==> src/rtl/pea_drain_if.sv <==
`default_nettype none
// ============================================================================
// Module   : pea_drain_if
// Purpose  : Paired result/status word handshake from the output drain to host.
// Revision : 1.0 - initial release
// ============================================================================
interface pea_drain_if #(
  parameter int width = 32
);
  logic             out_valid;
  logic             out_ready;
  logic [width-1:0] out_result;
  logic [width-1:0] out_status;

  modport master (
    output out_valid,
    output out_result,
    output out_status,
    input  out_ready
  );

  modport slave (
    input  out_valid,
    input  out_result,
    input  out_status,
    output out_ready
  );
endinterface
`default_nettype wire

==> src/rtl/pea_output_drain.sv <==
`default_nettype none
// ============================================================================
// Module   : pea_output_drain
// Purpose  : Pops result/status FIFO pairs and presents them to the host.
// Revision : 1.0 - initial release
// ============================================================================
module pea_output_drain #(
  parameter int width           = 32,
  parameter int buffer_size_out = 32
) (
  input  logic                               clk,
  input  logic                               rst_n,
  input  logic                               invoke,
  input  logic                               drain_all,
  input  logic [$clog2(buffer_size_out)-1:0] result_pop,
  input  logic [$clog2(buffer_size_out)-1:0] status_pop,
  input  logic [width-1:0]                   result_data,
  input  logic [width-1:0]                   status_data,
  output logic                               rd_en_result,
  output logic                               rd_en_status,
  output logic                               enable,
  output logic                               FC,
  output logic [15:0]                        pair_count,
  pea_drain_if.master                        host
);

  localparam int c_pop_w = $clog2(buffer_size_out);
  localparam int c_rem_w = c_pop_w + 1;

  typedef enum logic [2:0] {
    S_IDLE    = 3'd0,
    S_POP     = 3'd1,
    S_LATCH   = 3'd2,
    S_PRESENT = 3'd3,
    S_DONE    = 3'd4
  } state_t;

  state_t               r_state;
  state_t               w_next;
  logic [c_rem_w-1:0]   r_remaining;
  logic [width-1:0]     r_out_result;
  logic [width-1:0]     r_out_status;
  logic [15:0]          r_pair_count;
  logic                 w_pops_ok;
  logic [c_pop_w-1:0]   w_min_pop;
  logic                 w_xfer;

  assign w_pops_ok = (result_pop != '0) && (status_pop != '0);
  assign w_min_pop = (result_pop < status_pop) ? result_pop : status_pop;
  assign w_xfer    = (r_state == S_PRESENT) && host.out_ready;

  assign enable          = (r_state == S_IDLE) && w_pops_ok;
  assign host.out_result = r_out_result;
  assign host.out_status = r_out_status;
  assign pair_count      = r_pair_count;

  // Pops are re-checked on every POP entry so a firing ends early if a FIFO ran dry.
  always_comb begin
    w_next         = r_state;
    rd_en_result   = 1'b0;
    rd_en_status   = 1'b0;
    host.out_valid = 1'b0;
    FC             = 1'b0;
    case (r_state)
      S_IDLE: begin
        if (invoke && w_pops_ok) w_next = S_POP;
      end
      S_POP: begin
        if (w_pops_ok) begin
          rd_en_result = 1'b1;
          rd_en_status = 1'b1;
          w_next       = S_LATCH;
        end else begin
          w_next = S_DONE;
        end
      end
      S_LATCH: begin
        w_next = S_PRESENT;
      end
      S_PRESENT: begin
        host.out_valid = 1'b1;
        if (host.out_ready) w_next = (r_remaining != '0) ? S_POP : S_DONE;
      end
      S_DONE: begin
        FC     = 1'b1;
        w_next = S_IDLE;
      end
      default: begin
        w_next = S_IDLE;
      end
    endcase
  end

  always_ff @(posedge clk or negedge rst_n) begin
    if (!rst_n) begin
      r_state      <= S_IDLE;
      r_remaining  <= '0;
      r_out_result <= '0;
      r_out_status <= '0;
      r_pair_count <= '0;
    end else begin
      r_state <= w_next;
      // The pair budget is a snapshot; later upstream writes do not extend it.
      if ((r_state == S_IDLE) && (w_next == S_POP))
        r_remaining <= drain_all ? {1'b0, w_min_pop} : c_rem_w'(1);
      if (r_state == S_LATCH) begin
        r_out_result <= result_data;
        r_out_status <= status_data;
        r_remaining  <= r_remaining - c_rem_w'(1);
      end
      if (w_xfer)
        r_pair_count <= r_pair_count + 16'd1;
    end
  end

endmodule
`default_nettype wire

==> src/flat_wrapper.sv <==
// flat-port wrapper written by rule: the top's interface ports become plain ports
module pea_output_drain_flat 
#(
  parameter int width           = 32,
  parameter int buffer_size_out = 32
)
  (clk, rst_n, invoke, drain_all, result_pop, status_pop, result_data, status_data, rd_en_result, rd_en_status, enable, FC, pair_count, host_out_valid, host_out_result, host_out_status, host_out_ready);
  pea_drain_if #(.width(width)) host_i ();
  input  logic clk;
  input  logic rst_n;
  input  logic invoke;
  input  logic drain_all;
  input  logic [$clog2(buffer_size_out)-1:0] result_pop;
  input  logic [$clog2(buffer_size_out)-1:0] status_pop;
  input  logic [width-1:0] result_data;
  input  logic [width-1:0] status_data;
  output logic rd_en_result;
  output logic rd_en_status;
  output logic enable;
  output logic FC;
  output logic [15:0] pair_count;
  output wire logic [$bits(host_i.out_valid)-1:0] host_out_valid;
  output wire logic [$bits(host_i.out_result)-1:0] host_out_result;
  output wire logic [$bits(host_i.out_status)-1:0] host_out_status;
  input wire logic [$bits(host_i.out_ready)-1:0] host_out_ready;
  assign host_out_valid = host_i.out_valid;
  assign host_out_result = host_i.out_result;
  assign host_out_status = host_i.out_status;
  assign host_i.out_ready = host_out_ready;
  pea_output_drain #(.width(width), .buffer_size_out(buffer_size_out)) u_core (.clk(clk), .rst_n(rst_n), .invoke(invoke), .drain_all(drain_all), .result_pop(result_pop), .status_pop(status_pop), .result_data(result_data), .status_data(status_data), .rd_en_result(rd_en_result), .rd_en_status(rd_en_status), .enable(enable), .FC(FC), .pair_count(pair_count), .host(host_i));
endmodule
==> config.mk <==
export PLATFORM = sky130hd
export DESIGN_NAME = pea_output_drain_flat
export DESIGN_NICKNAME = d
export VERILOG_FILES = /design/src/rtl/pea_drain_if.sv /design/src/rtl/pea_output_drain.sv /design/src/flat_wrapper.sv
export SDC_FILE = /design/constraint.sdc
export NUM_CORES = 1
export LEC_CHECK = 0
export ABC_AREA = 1
export BUFFER_PORTS_ARGS = -buffer_cell sky130_fd_sc_hd__buf_2
export CAP_MARGIN = 20
export CORE_ASPECT_RATIO = 0.7
export CORE_MARGIN = 2
export CORE_UTILIZATION = 45
export DETAILED_ROUTE_END_ITERATION = 8
export MAX_ROUTING_LAYER = met4
export PLACE_DENSITY_LB_ADDON = 0.2
export SYNTH_ARGS = -nofsm -noshare
export SYNTH_HDL_FRONTEND = slang
export SYNTH_SLANG_ARGS = --single-unit
==> constraint.sdc <==
create_clock -name clk -period 1.85 [get_ports clk]
set_input_delay 0.2775 -clock clk [delete_from_list [all_inputs] [get_ports clk]]
set_output_delay 0.2775 -clock clk [all_outputs]
set_load 0.05 [all_outputs]
# After elaboration in Yosys (flattened, before gate mapping)
# Index checks and enable logic that the tools add are counted.
[totals]
reg_bits = 89
elab_cells = 36
inputBits = 79
out_inout_bits = 85
[op_classes]
addsub = 2
n_mux = 13
eq_ne = 5
n_reduce_logical = 10
magnitude_cmp = 1
[op_table]
columns = ["op", "count"]
rows = [
  ["$add A16 B1 Y16 const B", 1],
  ["$mux W3", 4],
  ["$mux W6", 2],
  ["$pmux W3 S4", 1],
  ["$mux W5", 2],
  ["$reduce_bool A5 Y1", 2],
  ["$eq A3 B1 Y1 const B", 2],
  ["$eq A3 B2 Y1 const B", 2],
  ["$reduce_bool A6 Y1", 1],
  ["$sub A6 B1 Y6 const B", 1],
  ["$logic_and A1 B1 Y1", 5],
  ["$lt A5 B5 Y1", 1],
  ["$mux W1", 4],
  ["$eq A3 B3 Y1 const B", 1],
  ["$logic_not A3 Y1", 1],
  ["$reduce_bool A2 Y1", 1],
]

# Longest topological paths before layout
[depth]
depth_word = 9
mapped_depth = 11
ltp_nobuf = 11

# Least setup slack after synthesis
# OpenSTA, ideal clock, no wires.
[synth_timing]
path_type = "register to output"
from = "register u_core.r_state[1]"
to = "output port FC"
path_stages_with_launch = 2
path_buffers = 0
required_time_ns = 1.572
setup_slack_ns = 0.070
arrival_time_ns = 1.502
cell_sequence = "dfrtp_1 nor3_1"
[synth_via]
elab_chain_len = 2
[synth_lines]
columns = ["item", "line_no", "rtl"]
rows = [
  ["start, declared", "pea_output_drain.sv:38", "state_t r_state;"],
  ["start signal, assigned", "pea_output_drain.sv:102", "r_state <= w_next;"],
  ["$eq A3 B3 Y1", "pea_output_drain.sv:64", "case (r_state)"],
  ["$mux W1", "pea_output_drain.sv:64", ""],
  ["end, declared", "flat_wrapper.sv:20", "output logic FC;"],
]
# No other way between the ends.

# Final worst setup path
[layout_timing]
from = "register u_core.r_state[1]"
to = "output port enable"
[layout_via]
elab_chain_len = 2
[layout_lines]
columns = ["item", "line_no", "rtl"]
rows = [
  ["$logic_not A3 Y1", "pea_output_drain.sv:52", "assign enable = (r_state == S_IDLE) && w_pops_ok;"],
  ["$logic_and A1 B1 Y1", "pea_output_drain.sv:52", ""],
  ["end, declared", "flat_wrapper.sv:19", "output logic enable;"],
]
# No other way between the ends.

==> reports/qor.csv <==
metric,value,unit
status,completed,
Non-Filler Instances,776,
CTS Buf Count,9,
CP Cell Sequence,nor3_1 > inv_1 > nor2_1 > buf_2,
GR Util met2,33.02,%
Ports,164,
commonest register cell after synthesis,dfrtp_1,
Placed Area,4950,um^2
Syn Area/Cell,8.186,um^2
maximum VDD drop,1.292,mV
Crit-path slowest cell,dfrtp_1,
clk_lat worst skew,0.33,ns
cell family with most CP delay,flip-flops,
WP buf/inv,2,
maximum clock rate,0.5644,GHz
DRC Markers,0,
total gr overflow,0,
number of global-route vias before repair,3342,
First DRT Iteration DRCs,173,
Final Skew,0.004983,ns
Core Footprint,8513,um^2
final core occ,62.04,%
initial antenna violation count,0,
n_diodes,0,
row count,28,
grt peak-use layer,met2,
GRT Resource Usage Total,20.67,%
final hold vios,0,
CTS tree,yes,
pin count of the biggest net entering global routing,49,
Gate Count Post-Synth,485,
Async SR Flop Fraction,100.0,%
sequential area share after synthesis,56.10,%
TNS Setup,0,ns
Leak,3.142,nW
final worst slack,0.07810,ns
CP arrival,1.49,ns
port buffer count,163,
post-cts sizing count,0,
Vias,3604,
Syn Std Cell Area,3970,um^2
CTS max path bufs,2,
count of cell types in the netlist,25,
post-route clock period utilization,95.78,%
Yosys reg bits,89,
Critical Path Sink Type,output port,
starting density of the core,46.63,%
Slew Limit Fails,0,
relative slew slack,69.16,%
layout cell share with drive strength beyond 1,29.27,%
yosys warns,0,
crit path kind,flip-flop to output port,
min Tclk post-route,1.772,ns
peak per-stage delay on the critical path,0.44,ns
worst-path maximum fanout,6,
CP required,1.57,ns
total iterations of the first detailed-routing run,4,
first-pass GRT wire length,15040,um
Hold Path Class,input pin to flip-flop,
# setup viols final,0,
Die Y,82.59,um
Tightest Pin Transition,0.4626,ns
GR Util met1,26.05,%
Cells after DPL,759,
clock sink count,89,
Max Cap Viol,0,
RSZ-0062 raised after global routing,yes,
startpoint class of the critical path,flip-flop,
die area,9602,um^2
Final Wtd Congestion,0.9255,
"Reg clk slew, reported paths",0.06,ns
DP HPWL,6964,um
clock root cell,clkbuf_16,
PD cells,2106,nW/um^2
Die Width,116.3,um
pre-CTS setup slack,0.1384,ns
P&R area growth vs syn,33.03,%
final instance area,5281,um^2
Final #Nets,737,
Post-synth EDFFs,0,
syn_nets,571,
WL/cell,12.33,um
antenna-violating nets left,0,
post-CTS setup buffers,0,
htree depth,3,
DR vias/cell,4.644,
met3 Use GR,6.277,%
total routed wirelength,9569,um
==> cells by family after synthesis <==
group | share of synthesized area (%)
AND/OR/NAND/NOR | 33.09
AO/OA/AOI/OAI | 0.9456
flip-flops | 56.10
adder cells (fa/ha/maj) | 2.206
buffers and inverters | 5.011
XOR/XNOR | 2.647
==> Yosys cell counts (all sizes together) (4+ instances only) <==
cell type,instances,share of area (%)
dfrtp,89,56
xnor2,6,1.3
buf,8,0.95
nand4,12,1.9
nor3,5,0.91
ha,7,2.2
clkbuf,7,0.66
o21ai,4,0.50
inv,35,3.3
nor2,20,2.3
nand2,261,25
nand3,17,2.1
xor2,6,1.3
==> flip-flops by register name, summed over array words and instances (netlist names) <==
| register | flops |
|---|---|
| u_core.host.out_result | 32 |
| u_core.host.out_status | 32 |
| u_core.pair_count | 16 |
| u_core.r_remaining | 6 |
| u_core.r_state | 3 |
==> power by group <==
part / switching, mW / internal (mW)
Sequential: 0.499 / 2.78
Clock: 0.734 / 1.22
Combinational: 4.53 / 1.36
Total: 5.76 / 5.36
==> metal layers <==
layer | share of wire (%) | up-vias
li1 | - | 1820
met1 | 46 | 1652
met2 | 47 | 124
met3 | 7.0 | 8
met4 | 0.88 | 0
met5 | 0 | -
==> area by class of cell <==
| cell class | instances | area, um^2 |
|---|---|---|
| sequential | 89 | 2227 |
| fill | 776 | 3232 |
| tap | 120 | 150.1 |
| timing repair buffer | 170 | 898.4 |
| clock inverter | 5 | 78.83 |
| clock buffer | 11 | 242.7 |
| multi-input combinational | 345 | 1549 |
| inverter | 36 | 135.1 |
==> through the flow <==
step / hold slack (ns) / power (mW)
after floorplan: -0.01809 / 7.739
after global placement: 0.1630 / 9.106
after detailed placement: 0.1654 / 9.225
after CTS: 0.1263 / 11.22
after global routing: 0.1301 / 11.84
final: 0.1364 / 11.12
==> path summary, 6_finish.rpt <==
kind / from / end / slack [ns] / cells past startpoint
min in group asynchronous: rst_n / u_core.pair_count[5]$_DFFE_PN0P_ / 0.35 / 2
setup reg to reg: u_core.r_state[2]$_DFF_PN0_ / u_core.pair_count[13]$_DFFE_PN0P_ / 0.30 / 8
hold / removal: status_data[4] / u_core.host.out_status[4]$_DFFE_PN0P_ / 0.14 / 3
hold reg to reg: u_core.host.out_result[18]$_DFFE_PN0P_ / u_core.host.out_result[18]$_DFFE_PN0P_ / 0.47 / 2
setup / recovery: u_core.r_state[1]$_DFF_PN0_ / enable / 0.08 / 4
max in group asynchronous: rst_n / u_core.host.out_result[26]$_DFFE_PN0P_ / 0.90 / 3
==> repair_timing <==
action / in CTS / in global routing
endpoints found under the setup margin: 0 / 3
endpoints found under the hold margin: 16 / 0
hold buffers: 1 / 0
==> worst register-to-register path: cells and delay by family (launching register included) <==
family,cells,cell delay (ns)
buffers and inverters,1,0.11
AND/OR/NAND/NOR,7,0.93
flip-flops,1,0.39
==> layout by cell type (no fill, tap or decap), types with 4 or more instances in the layout <==
| cell | Yosys | final |
|---|---|---|
| ha_1 | 7 | 7 |
| nand2_1 | 260 | 260 |
| inv_1 | 35 | 35 |
| clkbuf_16 | 0 | 9 |
| nand4_1 | 12 | 12 |
| xor2_1 | 6 | 6 |
| buf_2 | 3 | 162 |
| dfrtp_1 | 89 | 89 |
| o21ai_0 | 4 | 4 |
| buf_4 | 1 | 5 |
| xnor2_1 | 6 | 6 |
| nor2_1 | 18 | 18 |
| nor3_1 | 4 | 4 |
| nand3_1 | 17 | 16 |
Note: power is estimated with default switching activity, not from simulation.
